## src/rtl/usb_tx_sequencer_pkg.sv

```systemverilog
// Shared types and constants for the USB full-speed transmit sequencer.
// Holds the FSM state encoding, the raw SYNC byte and the default EOP SE0 length.
package usb_tx_pkg;

    typedef enum logic [2:0] {
        ST_IDLE    = 3'd0,
        ST_SYNC    = 3'd1,
        ST_DATA    = 3'd2,
        ST_DRAIN   = 3'd3,
        ST_EOP_SE0 = 3'd4,
        ST_EOP_J   = 3'd5
    } state_t;

    // Raw SYNC field, sent LSB first: seven zeros then a one.
    localparam logic [7:0] SYNC_PATTERN = 8'h80;

    localparam int SE0_CYCLES_DEFAULT = 2;

endpackage

```

## src/rtl/usb_tx_sequencer_if.sv

```systemverilog
// Byte handshake, bit-stuffer/encoder side-band and line-drive signals of the sequencer.
// The master side is the packet source plus encoder; the slave side is the sequencer.
interface usb_tx_sequencer_if;
    logic       start;
    logic [7:0] tx_byte;
    logic       tx_valid;
    logic       tx_last;
    logic       tx_ready;
    logic       stall;
    logic       enc_bit;
    logic       enc_sending;
    logic       bit_out;
    logic       seq_sending;
    logic       dp;
    logic       dm;
    logic       busy;
    logic       done;
    logic       underrun;

    modport master (
        output start, tx_byte, tx_valid, tx_last, stall, enc_bit, enc_sending,
        input  tx_ready, bit_out, seq_sending, dp, dm, busy, done, underrun
    );

    modport slave (
        input  start, tx_byte, tx_valid, tx_last, stall, enc_bit, enc_sending,
        output tx_ready, bit_out, seq_sending, dp, dm, busy, done, underrun
    );
endinterface

```

## src/rtl/usb_tx_shifter.sv

```systemverilog
// Payload shift register, 3-bit bit counter and last-byte flag.
// Everything advances only on a non-stalled sending cycle, so a stuffed bit freezes the stream.
module usb_tx_shifter (
    input  logic       clk,
    input  logic       rst_n,
    input  logic       i_clear,
    input  logic       i_sending,
    input  logic       i_stall,
    input  logic       i_load,
    input  logic [7:0] i_byte,
    input  logic       i_last,
    output logic [2:0] o_cnt,
    output logic       o_bit0,
    output logic       o_last
);

    logic [7:0] r_shift;
    logic [2:0] r_cnt;
    logic       r_last;
    logic       w_advance;

    assign w_advance = i_sending && !i_stall;

    always_ff @(posedge clk or negedge rst_n) begin
        if (!rst_n) begin
            r_shift <= 8'h00;
            r_cnt   <= 3'd0;
            r_last  <= 1'b0;
        end else if (i_clear) begin
            r_shift <= 8'h00;
            r_cnt   <= 3'd0;
            r_last  <= 1'b0;
        end else if (w_advance) begin
            r_cnt <= r_cnt + 3'd1;
            // A load only ever coincides with the count-7 advance that ends a byte.
            if (i_load) begin
                r_shift <= i_byte;
                r_last  <= i_last;
            end else begin
                r_shift <= {1'b0, r_shift[7:1]};
            end
        end
    end

    assign o_cnt  = r_cnt;
    assign o_bit0 = r_shift[0];
    assign o_last = r_last;

endmodule

```

## src/rtl/usb_tx_sequencer.sv

```systemverilog
// USB full-speed packet sequencer: SYNC, LSB-first payload, encoder drain, then SE0/J EOP.
// Feeds raw bits to the bit stuffer and muxes the line between encoder output and EOP/idle.
module usb_tx_sequencer
    import usb_tx_pkg::*;
#(
    parameter int SE0_CYCLES = SE0_CYCLES_DEFAULT
) (
    input  logic               clk,
    input  logic               rst_n,
    usb_tx_sequencer_if.slave  bus
);

    localparam int SE0_W = (SE0_CYCLES > 1) ? $clog2(SE0_CYCLES) : 1;
    localparam logic [SE0_W-1:0] SE0_LAST = SE0_W'(SE0_CYCLES - 1);

    state_t           r_state;
    logic [SE0_W-1:0] r_se0_cnt;
    logic             r_busy;
    logic             r_done;

    logic [2:0] w_cnt;
    logic       w_bit0;
    logic       w_last;
    logic       w_sending;
    logic       w_byte_end;
    logic       w_ready;
    logic       w_load;
    logic       w_clear;

    assign w_sending  = (r_state == ST_SYNC) || (r_state == ST_DATA);
    assign w_byte_end = w_sending && !bus.stall && (w_cnt == 3'd7);
    // After SYNC a byte is always wanted; after a payload byte only if it was not the last.
    assign w_ready    = w_byte_end && ((r_state == ST_SYNC) || !w_last);
    assign w_load     = w_ready && bus.tx_valid;
    assign w_clear    = (r_state == ST_IDLE) && bus.start;

    usb_tx_shifter u_shifter (
        .clk       (clk),
        .rst_n     (rst_n),
        .i_clear   (w_clear),
        .i_sending (w_sending),
        .i_stall   (bus.stall),
        .i_load    (w_load),
        .i_byte    (bus.tx_byte),
        .i_last    (bus.tx_last),
        .o_cnt     (w_cnt),
        .o_bit0    (w_bit0),
        .o_last    (w_last)
    );

    always_ff @(posedge clk or negedge rst_n) begin
        if (!rst_n) begin
            r_state   <= ST_IDLE;
            r_se0_cnt <= '0;
            r_busy    <= 1'b0;
            r_done    <= 1'b0;
        end else begin
            r_done <= 1'b0;
            case (r_state)
                ST_IDLE: begin
                    if (bus.start) begin
                        r_state <= ST_SYNC;
                        r_busy  <= 1'b1;
                    end
                end
                ST_SYNC, ST_DATA: begin
                    // Last byte finished or underrun both fall through to the drain.
                    if (w_byte_end) begin
                        r_state <= w_load ? ST_DATA : ST_DRAIN;
                    end
                end
                ST_DRAIN: begin
                    if (!bus.enc_sending) begin
                        r_state   <= ST_EOP_SE0;
                        r_se0_cnt <= '0;
                    end
                end
                ST_EOP_SE0: begin
                    if (r_se0_cnt == SE0_LAST) begin
                        r_state <= ST_EOP_J;
                        r_done  <= 1'b1;
                    end else begin
                        r_se0_cnt <= r_se0_cnt + SE0_W'(1);
                    end
                end
                ST_EOP_J: begin
                    r_state <= ST_IDLE;
                    r_busy  <= 1'b0;
                end
                default: begin
                    r_state <= ST_IDLE;
                    r_busy  <= 1'b0;
                end
            endcase
        end
    end

    assign bus.tx_ready    = w_ready;
    assign bus.underrun    = w_ready && !bus.tx_valid;
    assign bus.seq_sending = w_sending;
    assign bus.bit_out     = (r_state == ST_SYNC) ? SYNC_PATTERN[w_cnt] :
                             (r_state == ST_DATA) ? w_bit0 : 1'b0;
    assign bus.busy        = r_busy;
    assign bus.done        = r_done;

    // EOP states own the line; otherwise the encoder drives it, or J when it is quiet.
    always_comb begin
        bus.dp = 1'b1;
        bus.dm = 1'b0;
        if (r_state == ST_EOP_SE0) begin
            bus.dp = 1'b0;
            bus.dm = 1'b0;
        end else if (r_state == ST_EOP_J) begin
            bus.dp = 1'b1;
            bus.dm = 1'b0;
        end else if (bus.enc_sending) begin
            bus.dp = bus.enc_bit;
            bus.dm = ~bus.enc_bit;
        end
    end

endmodule

```

## src/flat_wrapper.sv

```systemverilog
// flat-port wrapper written by rule: the top's interface ports become plain ports
module usb_tx_sequencer_flat import usb_tx_pkg::*;
#(
    parameter int SE0_CYCLES = SE0_CYCLES_DEFAULT
)
  (clk, rst_n, bus_start, bus_tx_byte, bus_tx_valid, bus_tx_last, bus_stall, bus_enc_bit, bus_enc_sending, bus_tx_ready, bus_bit_out, bus_seq_sending, bus_dp, bus_dm, bus_busy, bus_done, bus_underrun);
  usb_tx_sequencer_if bus_i ();
  input  logic clk;
  input  logic rst_n;
  input wire logic [$bits(bus_i.start)-1:0] bus_start;
  input wire logic [$bits(bus_i.tx_byte)-1:0] bus_tx_byte;
  input wire logic [$bits(bus_i.tx_valid)-1:0] bus_tx_valid;
  input wire logic [$bits(bus_i.tx_last)-1:0] bus_tx_last;
  input wire logic [$bits(bus_i.stall)-1:0] bus_stall;
  input wire logic [$bits(bus_i.enc_bit)-1:0] bus_enc_bit;
  input wire logic [$bits(bus_i.enc_sending)-1:0] bus_enc_sending;
  output wire logic [$bits(bus_i.tx_ready)-1:0] bus_tx_ready;
  output wire logic [$bits(bus_i.bit_out)-1:0] bus_bit_out;
  output wire logic [$bits(bus_i.seq_sending)-1:0] bus_seq_sending;
  output wire logic [$bits(bus_i.dp)-1:0] bus_dp;
  output wire logic [$bits(bus_i.dm)-1:0] bus_dm;
  output wire logic [$bits(bus_i.busy)-1:0] bus_busy;
  output wire logic [$bits(bus_i.done)-1:0] bus_done;
  output wire logic [$bits(bus_i.underrun)-1:0] bus_underrun;
  assign bus_i.start = bus_start;
  assign bus_i.tx_byte = bus_tx_byte;
  assign bus_i.tx_valid = bus_tx_valid;
  assign bus_i.tx_last = bus_tx_last;
  assign bus_i.stall = bus_stall;
  assign bus_i.enc_bit = bus_enc_bit;
  assign bus_i.enc_sending = bus_enc_sending;
  assign bus_tx_ready = bus_i.tx_ready;
  assign bus_bit_out = bus_i.bit_out;
  assign bus_seq_sending = bus_i.seq_sending;
  assign bus_dp = bus_i.dp;
  assign bus_dm = bus_i.dm;
  assign bus_busy = bus_i.busy;
  assign bus_done = bus_i.done;
  assign bus_underrun = bus_i.underrun;
  usb_tx_sequencer #(.SE0_CYCLES(SE0_CYCLES)) u_core (.clk(clk), .rst_n(rst_n), .bus(bus_i));
endmodule
```

## config.mk

```make
export PLATFORM = sky130hd
export DESIGN_NAME = usb_tx_sequencer_flat
export DESIGN_NICKNAME = d
export VERILOG_FILES = /design/src/rtl/usb_tx_sequencer_pkg.sv /design/src/rtl/usb_tx_sequencer_if.sv /design/src/rtl/usb_tx_shifter.sv /design/src/rtl/usb_tx_sequencer.sv /design/src/flat_wrapper.sv
export SDC_FILE = /design/constraint.sdc
export NUM_CORES = 1
export LEC_CHECK = 0
export CAP_MARGIN = 20
export CORE_MARGIN = 2
export CORE_UTILIZATION = 40
export CTS_BUF_LIST = sky130_fd_sc_hd__clkbuf_2
export CTS_CLUSTER_DIAMETER = 50
export CTS_CLUSTER_SIZE = 8
export DETAILED_ROUTE_END_ITERATION = 10
export GPL_TIMING_DRIVEN = 0
export PLACE_DENSITY = 0.66
export SETUP_SLACK_MARGIN = 0.15
export SLEW_MARGIN = 20
export SYNTH_ARGS = -nofsm -noshare
export SYNTH_HDL_FRONTEND = slang
export SYNTH_SLANG_ARGS = --single-unit
```

## constraint.sdc

```tcl
create_clock -name clk -period 1.85 [get_ports clk]
set_input_delay 0.37 -clock clk [delete_from_list [all_inputs] [get_ports clk]]
set_output_delay 0.37 -clock clk [all_outputs]
set_load 0.03 [all_outputs]
```

After elaboration in Yosys (flattened, before gate mapping)
Memory sizes are Yosys's and may differ from the RTL's.
Cells that the tools add are included.
{ "word_totals": {"ff_bits": 18, "mem_bits_ro": 8, "inputBits": 16, "output_inout_bits": 8, "word_cells": 74, "memories": 1} }
{ "op_classes": {"n_addsub": 2, "n_lt_le_gt_ge": 1, "n_eq_ne": 10, "mux": 30, "n_bitwise": 2, "n_reduce_logical": 21} }
{ "mem_list": {"columns": ["name", "words", "word_bits", "read_ports", "rd_clocked_by_memory_dff", "write_ports", "line_no", "text"], "rows": [
  ["(name not given)", 8, 1, 1, 0, 0, "usb_tx_sequencer.sv:101", "assign bus.bit_out = (r_state == ST_SYNC) ? SYNC_PATTERN[w_cnt] :"]
]} }
{ "ops": {"columns": ["op", "n"], "rows": [
  ["$mux 8", 3],
  ["$mux 1", 18],
  ["$mux 3", 6],
  ["$pmux 3 s4", 1],
  ["$eq 3x3->1 const B", 3],
  ["$eq 3x2->1 const B", 2],
  ["$logic_and 1x1->1", 6],
  ["$reduce_and 2->1", 3],
  ["$reduce_bool 2->1", 3],
  ["$lt 3x4->1 const B", 1],
  ["$ne 2x1->1 const B", 2],
  ["$ne 2x2->1 const B", 2],
  ["$pmux 1 s2", 2],
  ["$reduce_and 4->1", 1],
  ["$reduce_or 4->1", 1],
  ["$add 3x1->3 const B", 1],
  ["$eq 3x1->1 const B", 1],
  ["$logic_not 1->1", 3],
  ["$logic_not 3->1", 1],
  ["$logic_or 1x1->1", 2],
  ["$not 1->1", 2],
  ["$reduce_or 2->1", 1],
  ["$add 1x1->1 const B", 1]
]} }

Depth between registers and ports, before layout
{ "logic_depth": {"word_depth": 9, "ltp_mapped": 6, "ltp_nobuf": 6} }

By module
From an unflattened synthesis, not the netlist that was laid out.
{ "hier_totals": {"cells_unflattened": 101, "hier_area_um2": 1034.7} }
{ "by_module_without_submodules": {"columns": ["module", "instances", "cells_each", "area_per_inst_um2", "seq_area_each_um2"], "rows": [
  ["usb_tx_shifter", 1, 52, 588.1, 300.3],
  ["usb_tx_sequencer", 1, 49, 446.7, 150.1]
]} }

Worst setup path before layout
No wires, ideal clock.
{ "synth_timing": {"kind": "reg-to-output", "startpoint": "reg u_core.u_shifter.r_cnt[0] (netlist: u_core.u_shifter.o_cnt[0])", "endpoint": "out bus_underrun", "arrival_time_ps": 1832, "t_required_ps": 1480, "slack_ps": -352, "stages_incl_launch_ff": 5, "path_buffers": 0, "cell_sequence": "dfrtp_1 > ha_1 > ha_1 > or3b_2 > nor3_1"} }
{ "synth_between": {"elab_chain_cells": 4} }
{ "synth_rtl": {"columns": ["item", "line_no", "text"], "rows": [
  ["start: declaration", "usb_tx_shifter.sv:18", "logic [2:0] r_cnt;"],
  ["start signal: assignment", "usb_tx_shifter.sv:34", "r_cnt <= r_cnt + 3'd1;"],
  ["$eq 3x3->1", "usb_tx_sequencer.sv:31", "assign w_byte_end = w_sending && !bus.stall && (w_cnt == 3'd7);"],
  ["$logic_and 1x1->1", "usb_tx_sequencer.sv:31", null],
  ["$logic_and 1x1->1", "usb_tx_sequencer.sv:33", "assign w_ready = w_byte_end && ((r_state == ST_SYNC) || !w_last);"],
  ["$logic_and 1x1->1", "usb_tx_sequencer.sv:99", "assign bus.underrun = w_ready && !bus.tx_valid;"],
  ["end: declaration", "flat_wrapper.sv:24", "output wire logic [$bits(bus_i.underrun)-1:0] bus_underrun;"]
]} }
Every way passes these cells.

Final worst setup path
Ends and elaborated chain as after synthesis.

==> flow_metrics.py <==
metrics = {
    "clock_network": {
        "cts_tree": "done",
        "clock_sinks": 18,
        "clockBufferDepth": 2,
        "clk_pin_slew_ns": 0.16,
        "cts-root-buf": "clkbuf_2",
        "clk_latency_ns": 0.28,
        "numCtsBuffers": 3,
        "ctsHoldBuffers": 0,
        "htree_num_levels": 1,
    },
    "finish": {
        "layout.nets": 152,
        "area_delta_synth_final_pct": 51.0,
        "fin_cells": 162,
        "drive_gt1_frac": 0.386,
        "antennaDiodeCount": 0,
    },
    "flow_run": {
        "cap_violations": 0,
    },
    "timing": {
        "drv_slew": 0,
        "final_hold_viol_count": 0,
        "tightest_slew_ns": 0.822,
        "slew_headroom": 0.450,
        "fin_crit_sh": 1.11,
        "rsz0062_at_grt": "true",
        "max_freq_ghz": 0.486,
        "setup_viol": 3,
        "setup_slack_ns": -0.206,
        "skew_ns": 0.00187,
        "fin_crit_ns": 2.06,
    },
    "floorplan": {
        "placementRows": 18,
        "die_h_um": 54.3,
        "dieArea_mm2": 0.00295,
        "die_w_um": 54.3,
        "start_util": 0.417,
        "io_pins": 24,
        "coreArea_mm2": 0.00243,
    },
    "yosys": {
        "synth_nets": 112,
        "syn_area_per_cell_um2": 10.8,
        "synth-async-reset-ratio": 1.00,
        "synth_area_leaders": "dfrtp_1 (44%), mux2i_1 (6.9%), o2bb2ai_1 (6.9%), buf_6 (3.3%), inv_1 (2.6%)",
        "synth_edf_count": 0,
        "syn_inst": 94,
        "yosys.area.top_type": "dfrtp_1",
        "ys.flop_type": "dfrtp_1",
        "synth.distinct_cells": 33,
        "yosysTopAreaCellShare": 0.444,
        "yosys_warnings": 0,
        "syn_area_mm2": 0.00101,
        "synth-seq-cells": 18,
        "yosysSeqAreaShare": 0.444,
    },
    "global_routing": {
        "grt-ovfl-total": 0,
        "grt_pass1_wl_mm": 3.87,
        "grt_pass1_vias": 843,
        "grt_usage": 0.188,
        "grt_max_degree": 19,
        "antenna_found_initial": 0,
    },
    "route": {
        "vias": 840,
        "ant_nets": 0,
        "drc": 0,
        "routedWlPerCell_um": 14.9,
        "via_per_inst": 5.19,
        "drt_iter0_drc": 8,
        "drt_first_pass_iters": 4,
        "drt_wl_total_mm": 2.42,
    },
    "place": {
        "portBuffers": 23,
        "place_congestion": 0.843,
        "place_hpwl_mm": 1.62,
        "dp.cells": 147,
        "place_ws_ns": -0.674,
    },
    "min_path": {
        "holdCritPathClass": "flop to flop",
    },
    "setup_path": {
        "crit_path_end_kind": "output pin",
        "worstPathMaxFanout": 3,
        "criticalPathCategory": "flop to output pin",
        "cp_cell_sequence": "ha_2 > ha_4 > or3b_4 > nor3_2 > buf_4",
        "cp_slowest_stage_delay_ns": 0.40,
        "crit_slowest_cell": "or3b_4",
        "worst_ep_required_time_ns": 1.48,
        "start_kind": "flop",
        "arrival_ns": 1.69,
    },
    "power_and_ir_drop": {
        "pwr_density_cell_mw_per_mm2": 1020,
        "leakagePower_nw": 0.717,
        "peakVddDrop_v": 0.000559,
    },
    "status": {
        "status": "complete, but fails checks",
        "violations": "setup timing",
    },
}
## through the flow
step                instance area [µm²]  total power [mW]  setup TNS [ns]   util  hold slack, ns
finish                             1530              1.57          -0.447  0.629           0.516
global route                       1530              1.68          -0.960  0.629           0.537
CTS                                1410              1.48          -0.415  0.578           0.515
detailed placement                 1300              1.24           -1.97  0.535           0.476
global placement                   1300              1.23           -1.91  0.535           0.471
floorplan                          1030              1.04         -0.0359      -          0.0744
## final timing paths
| kind | depth (start not counted) | from | slack [ns] | to |
|---|---|---|---|---|
| setup / recovery | 5 | u_core.u_shifter.o_cnt[0] | -0.21 | bus_underrun |
| hold / removal | 1 | u_core.u_shifter.r_shift[6] | 0.52 | u_core.u_shifter.r_shift[6] |
| setup reg to reg | 8 | u_core.u_shifter.o_cnt[1] | 0.04 | u_core.u_shifter.r_shift[4] |
| hold reg to reg | 1 | u_core.u_shifter.r_shift[6] | 0.52 | u_core.u_shifter.r_shift[6] |
| max in group asynchronous | 1 | rst_n | 0.76 | u_core.r_state[2] |
| min in group asynchronous | 1 | rst_n | 0.53 | u_core.bus.done |
## report_power, final
| part | internal, mW | leakage, nW | switching [mW] |
|---|---|---|---|
| sequential | 0.470 | 0.236 | 0.0533 |
| combinational | 0.400 | 0.468 | 0.487 |
| clock | 0.0442 | 0.0125 | 0.111 |
## worst max-delay path, delay by kind of cell (launching register included)
family	cells	cell delay, ns
fa+ha+maj	2	0.31
flops	1	0.39
buf+inv	1	0.18
simple gates	2	0.51
## Yosys cell counts, types with 2 or more instances
cell type,count
dfrtp_1,18
o2bb2ai_1,8
inv_1,7
mux2i_1,7
nor2_1,7
o21ai_0,5
a21oi_1,4
nand2_1,4
nand3_1,4
buf_6,3
ha_1,2
nor2b_1,2
o21ai_2,2
o31ai_1,2
## state kept, by name (all words and copies together), names as in the netlist
name	count
u_core.u_shifter.o_last	1
u_core.bus.busy	1
u_core.bus.done	1
u_core.r_se0_cnt	1
u_core.u_shifter.r_shift	8
u_core.r_state	3
u_core.u_shifter.o_cnt	3
## cells in the final DEF, fill, tap and decap left out, drive strengths merged, types with 3 or more instances in the layout
cell type / instances
buf: 22
dfrtp: 18
o21ai: 8
nand3: 5
nand2: 5
o2bb2ai: 8
nor2b: 3
clkbuf: 3
clkdlybuf4s50: 15
a21oi: 4
inv: 7
nor2: 7
mux2i: 7
## logic make-up after synthesis
| kind of cell | synth area share |
|---|---|
| muxes | 0.0691 |
| xor gates and xnor gates | 0.0161 |
| buffers and inverters | 0.0630 |
| and+or+nand+nor | 0.186 |
| AOI/OAI and AO/OA | 0.196 |
| adders and majority gates | 0.0247 |
| DFF | 0.444 |
## layer usage
layer | routed length, µm | share of wire | global-route usage | vias up
li1 | - | - | - | 418
met1 | 1130 | 0.47 | 0.251 | 408
met2 | 1190 | 0.49 | 0.313 | 12
met3 | 84 | 0.035 | 0.0328 | 2
met4 | 11 | 0.0046 | 0.0500 | 0
met5 | 0 | 0 | 0 | -
## final cells by class
type | instances | area [µm²]
Tap cell | 30 | 37.5
Multi-Input combinational cell | 65 | 618
Buffer | 4 | 45.0
Inverter | 7 | 26.3
Timing Repair Buffer | 35 | 337
Sequential cell | 18 | 452
Clock buffer | 3 | 15.0
Fill cell | 201 | 902
## repair_timing
item                       CTS  global route
setup buffers                8             4
gates resized for setup     47            27
pin swaps                    8             7
setup endpoints to repair    9            15
Note: power is estimated with default switching activity, not from simulation.
